<file path="src/rtl/keccak_slice_permuter.sv">
// ============================================================================
// Module   : keccak_slice_permuter
// Purpose  : Slice-serial Keccak rho/pi engine: buffers DEPTH 25-bit slices,
//            then streams out the permuted state one slice per cycle.
//            Optional inverse transform enabled by macro PERMUTE_INVERSE_EN.
// Revision : 1.0 - initial release
// ============================================================================
`default_nettype none

module keccak_slice_permuter #(
  parameter int DEPTH   = 64,
  parameter bit REG_OUT = 1'b0
) (
  input  logic        clk,
  input  logic        rst,
  input  logic        start,
  input  logic [1:0]  mode,
`ifdef PERMUTE_INVERSE_EN
  input  logic        inv,
`endif
  input  logic [24:0] in,
  input  logic        hold,
  output logic        read,
  output logic [24:0] out,
  output logic        ready,
  output logic        totalReady
);

  localparam int c_cw    = (DEPTH > 1) ? $clog2(DEPTH) : 1;
  localparam int c_slots = 1 << c_cw;
  localparam logic [c_cw-1:0] c_last = c_cw'(DEPTH - 1);
  localparam logic [c_cw-1:0] c_mask = c_cw'(DEPTH - 1);
  // Rotation offsets indexed by lane i = 5*y + x
  localparam int c_rho [25] = '{ 0,  1, 62, 28, 27,
                                36, 44,  6, 55, 20,
                                 3, 10, 43, 25, 39,
                                41, 45, 15, 21,  8,
                                18,  2, 61, 56, 14};

  typedef enum logic [1:0] {
    S_IDLE = 2'd0,
    S_LOAD = 2'd1,
    S_OUT  = 2'd2
  } state_t;

  state_t            r_state, w_next;
  logic [c_cw-1:0]   r_cnt;
  logic [1:0]        r_mode;
  logic              w_inv;
  logic [24:0]       r_buf [c_slots];
  logic [24:0]       w_perm;
  logic              w_read, w_ready, w_total;

  always_ff @(posedge clk or negedge rst) begin
    if (!rst) r_state <= S_IDLE;
    else      r_state <= w_next;
  end

  always_comb begin
    w_next  = r_state;
    w_read  = 1'b0;
    w_ready = 1'b0;
    w_total = 1'b0;
    case (r_state)
      S_IDLE: if (start) w_next = S_LOAD;
      S_LOAD: begin
        w_read = 1'b1;
        if (r_cnt == c_last) w_next = S_OUT;
      end
      S_OUT: begin
        w_ready = 1'b1;
        w_total = (r_cnt == c_last);
        if (!hold && r_cnt == c_last) w_next = S_IDLE;
      end
      default: w_next = S_IDLE;
    endcase
  end

  always_ff @(posedge clk or negedge rst) begin
    if (!rst) begin
      r_cnt  <= '0;
      r_mode <= 2'b00;
    end else begin
      case (r_state)
        S_IDLE: begin
          r_cnt <= '0;
          if (start) r_mode <= mode;
        end
        S_LOAD:  r_cnt <= (r_cnt == c_last) ? '0 : r_cnt + 1'b1;
        S_OUT:   if (!hold) r_cnt <= (r_cnt == c_last) ? '0 : r_cnt + 1'b1;
        default: r_cnt <= '0;
      endcase
    end
  end

`ifdef PERMUTE_INVERSE_EN
  logic r_inv;
  always_ff @(posedge clk or negedge rst) begin
    if (!rst)                          r_inv <= 1'b0;
    else if (r_state == S_IDLE && start) r_inv <= inv;
  end
  assign w_inv = r_inv;
`else
  assign w_inv = 1'b0;
`endif

  always_ff @(posedge clk or negedge rst) begin
    if (!rst) begin
      for (int i = 0; i < c_slots; i++) r_buf[i] <= '0;
    end else if (r_state == S_LOAD) begin
      r_buf[r_cnt] <= in;
    end
  end

  // Each output lane reads one source lane at a rotated slice index.
  // Negative rotations are stored as (64*DEPTH - r), which is -r mod DEPTH.
  for (genvar l = 0; l < 25; l++) begin : g_lane
    localparam int c_x     = l % 5;
    localparam int c_y     = l / 5;
    localparam int c_pisrc = 5 * c_x + (c_x + 3 * c_y) % 5;
    localparam int c_pinv  = 5 * ((2 * (c_x - c_y + 5)) % 5) + c_y;
    localparam logic [c_cw-1:0] c_fwd_self = c_cw'(64 * DEPTH - c_rho[l]);
    localparam logic [c_cw-1:0] c_fwd_pi   = c_cw'(64 * DEPTH - c_rho[c_pisrc]);
    localparam logic [c_cw-1:0] c_bwd_self = c_cw'(c_rho[l]);

    logic [4:0]      w_src;
    logic [c_cw-1:0] w_off;
    logic [c_cw-1:0] w_idx;

    always_comb begin
      w_src = 5'(l);
      w_off = '0;
      if (r_mode[1]) w_src = w_inv ? 5'(c_pinv) : 5'(c_pisrc);
      if (r_mode[0]) begin
        if (w_inv) w_off = c_bwd_self;
        else       w_off = r_mode[1] ? c_fwd_pi : c_fwd_self;
      end
      w_idx = (r_cnt + w_off) & c_mask;
    end

    assign w_perm[l] = r_buf[w_idx][w_src];
  end

  assign read = w_read;

  if (REG_OUT) begin : g_reg_out
    logic [24:0] r_out;
    logic        r_ready;
    logic        r_total;
    // A presented slice stays frozen while the consumer stalls
    always_ff @(posedge clk or negedge rst) begin
      if (!rst) begin
        r_out   <= '0;
        r_ready <= 1'b0;
        r_total <= 1'b0;
      end else if (!(hold && r_ready)) begin
        r_out   <= w_ready ? w_perm : 25'h0;
        r_ready <= w_ready;
        r_total <= w_total;
      end
    end
    assign out        = r_out;
    assign ready      = r_ready;
    assign totalReady = r_total;
  end else begin : g_comb_out
    assign out        = w_ready ? w_perm : 25'h0;
    assign ready      = w_ready;
    assign totalReady = w_total;
  end

endmodule

`default_nettype wire

</file>
<file path="config.mk">
export PLATFORM = sky130hd
export DESIGN_NAME = keccak_slice_permuter
export DESIGN_NICKNAME = d
export VERILOG_FILES = /design/src/rtl/keccak_slice_permuter.sv
export SDC_FILE = /design/constraint.sdc
export NUM_CORES = 2
export LEC_CHECK = 0
export CAP_MARGIN = 25
export CORE_MARGIN = 3
export CORE_UTILIZATION = 64
export DETAILED_ROUTE_END_ITERATION = 8
export PLACE_DENSITY_LB_ADDON = 0.1
export SLEW_MARGIN = 10
export SYNTH_ARGS = -nofsm -noshare
export SYNTH_HDL_FRONTEND = slang
export SYNTH_SLANG_ARGS = --single-unit
</file>
<file path="constraint.sdc">
create_clock -name clk -period 8.7 [get_ports clk]
set_clock_uncertainty 0.2 [all_clocks]
set_input_delay 1.74 -clock clk [delete_from_list [all_inputs] [get_ports clk]]
set_output_delay 1.74 -clock clk [all_outputs]
set_load 0.02 [all_outputs]
</file>
==> results.yml <==
sta:
  final_max_slew_viol_count: 0
  tns_ns: 0
  tightest_slew_ns: 1.18
  period_needed_ns: 8.40
  hold_viol_final: 0
  max_freq_ghz: 0.119
  timing.hold.ws_ns: 0.306
  relSlewSlack_pct: 20.4
  period_share_pct: 96.6
  rsz0062_at_grt: "no"
  finalSetupViolCount: 0
synth:
  syn_area_um2: 89900
  yosysTopAreaCell: "dfrtp_1"
  synth_most_common_cell: "mux2_2"
  synth.top_cells.by_count: "mux2_2 (1,638), dfrtp_1 (1,610), mux4_2 (671)"
  synthArstFlopShare_pct: 100
  ys_seq_area_share_pct: 44.8
  ys_types: 79
  ys_ff_latch: 1610
  yosys_warnings: 0
  avgSynthCellArea_um2: 13.6
  synth_nets: 6637
  synth_ff_type: "dfrtp_1"
  synth_area_leaders: "dfrtp_1 (45%), mux2_2 (21%), mux4_2 (17%), mux2i_1 (4.4%), nand2_1 (2.0%)"
  yosys.area.top_type_share_pct: 44.8
  synth_edf_count: 0
  synthCells: 6594
clock_tree:
  numCtsBuffers: 171
  clock_latency_ns: 0.81
  path_clk_slew_ns: 0.07
  clockRootBuffer: "clkbuf_16"
  clock_path_buffers: 3
  cts_tree: "yes"
  h-tree-depth: 4
  holdBufCountCts: 0
  cts_resized: 0
  cts.sinks: 1610
  post-cts-setup-buffers: 0
floorplanning:
  ioPinCount: 59
  design.die.area_um2: 145000
  die_w_um: 381
  initial_utilization_pct: 64.9
  die_h_um: 381
  core_area_um2: 139000
  std_cell_rows: 136
critical_path:
  critPathKind: "reg -> out"
  crit_top_cell: "buf_4"
  slowest_delay_ns: 0.79
  cp-end-kind: "output pin"
  arrival_ns: 6.46
  path_cells: "buf_4 > ha_4 > nor2_1 > o21ai_2 > xnor2_2 > buf_4 > nand2_1 > nand3_1 > nand4_1 > mux4_2 > nor3b_1 > nor4_1 > clkdlybuf4s50_1"
  cp.required_ns: 6.76
  cpLargestDelayFamily: "buffers and inverters"
  critPathBufInv: 3
  cp_max_fo: 45
  path_depth: 13
  worst-r2r-cell-count: 8
  startpoint_type: "register"
  slowest_stage: "dfrtp_2"
power:
  power_frac_seq_pct: 25.4
  peakVddDrop_mv: 0.474
  power_frac_comb_pct: 52.0
  p_sw_w: 0.0137
  p_clk_share_pct: 22.6
  internal-power_w: 0.0197
  total_power_w: 0.0334
  swShare_pct: 41.1
  powerDensity_nw_per_um2: 338
  p_leak_nw: 43.0
cells_and_area:
  finalNonFillerCells: 8435
  drive_gt1_share_pct: 45.5
  final_nets: 6467
  syn_to_final_growth_pct: 9.84
  finalInstanceArea_um2: 98800
routing:
  dr.pass1.iters: 6
  viasPerCell: 7.60
  drt-total-wl_mm: 317
  num_vias: 64100
  drt_iter0_drc: 9714
  drc: 0
  drt-wirelength-per-cell_um: 37.6
  drtAntennaViolNets: 0
global_routing:
  grtUsageTotal_pct: 43.7
  grt_start_max_net_pins: 165
  grt_antenna_before_repair: 9
  grt_remaining_overflow: 0
  grt_pass1_vias: 63100
  grt_pass1_wl_mm: 457
placement:
  io_buffers: 58
  routabilityCongestion: 0.979
  dp_cells: 8095
  dpl_cell_area_um2: 92600
  dpl.hpwl_mm: 195
run:
  cap_violations: 0
hold_path:
  hp-class: "reg -> reg"
  min_path_cells: 1
run_status:
  status: "finished, final reports clean"
-- metrics by stage --
stage | setup WS (ns) | util [%]
2_1_floorplan | 1.61 | -
3_3_place_gp | 1.19 | 66.8
3_5_place_dp | 1.36 | 66.9
4_1_cts | 0.438 | 71.0
5_1_grt | 0.266 | 71.3
6_report | 0.296 | 71.3
-- cell usage in the layout (no fill, tap or decap), types with 13 or more instances in the layout --
cell type	count
mux2_2	1638
dfrtp_1	1603
mux4_2	671
nand2_1	454
mux2i_1	397
buf_4	203
clkbuf_16	175
nand3_1	132
a21oi_1	118
nor2_1	107
o21ai_0	87
xnor2_1	54
nor2_4	41
clkbuf_1	41
nand4_1	40
a211oi_1	38
a32oi_1	38
xnor2_2	37
clkdlybuf4s50_1	37
clkinv_2	35
buf_12	34
nor3_1	32
a31oi_1	32
clkbuf_8	31
o22ai_1	27
a22oi_1	25
a221oi_1	25
nand2_2	24
and3_1	23
nor2b_1	23
o211ai_1	22
buf_2	20
and2_1	16
inv_1	14
o31ai_1	14
bufinv_16	13
-- cell families after synthesis --
logic type,synth area share [%]
buf+inv,3.30
fa+ha+maj,0.178
compound gates,4.07
flops,44.8
xor+xnor,1.24
simple gates,4.68
mux,41.7
-- worst paths after layout --
kind | from | endpoint | slack (ns)
max | r_mode[0]$_DFFE_PN0P_ | out[22] | 0.30
min | r_buf[775]$_DFFE_PN0P_ | r_buf[775]$_DFFE_PN0P_ | 0.31
max reg2reg | r_cnt[2]$_DFFE_PN0P_ | r_buf[631]$_DFFE_PN0P_ | 2.82
min reg2reg | r_buf[775]$_DFFE_PN0P_ | r_buf[775]$_DFFE_PN0P_ | 0.31
max in group asynchronous | rst | r_buf[1359]$_DFFE_PN0P_ | 5.59
min in group asynchronous | rst | r_buf[68]$_DFFE_PN0P_ | 0.71
-- power by group through the flow --
stage               sequential, W  clock (W)  combinational (W)
finish                    0.00848    0.00756             0.0174
CTS                       0.00844    0.00759             0.0169
detailed placement        0.00858          0             0.0168
floorplan                 0.00832          0             0.0118
global placement          0.00854          0             0.0167
global route              0.00851    0.00788             0.0180
-- sequential cells by signal (all words and copies together), names as in the netlist --
register  cells
r_cnt         6
r_buf      1600
r_mode        2
r_state       2
-- layer usage --
metal / vias up / routed length (um) / global-route usage [%]
met5: - / 90 / 0.231
met4: 8 / 25800 / 28.8
met3: 1266 / 41700 / 14.7
met2: 4826 / 135000 / 61.8
met1: 33400 / 114000 / 57.8
li1: 24700 / - / -
-- layout make-up --
type	instances	area [um^2]
clock buffers	247	4960
diodes	8	20.0
multi-input cells	4317	47400
repair buffers	305	2910
well taps	1863	2330
fillers	9425	39700
flip-flops and latches	1610	40300
inverters	19	71.3
clock inverters	66	788
(Power assumes the default switching activity.)
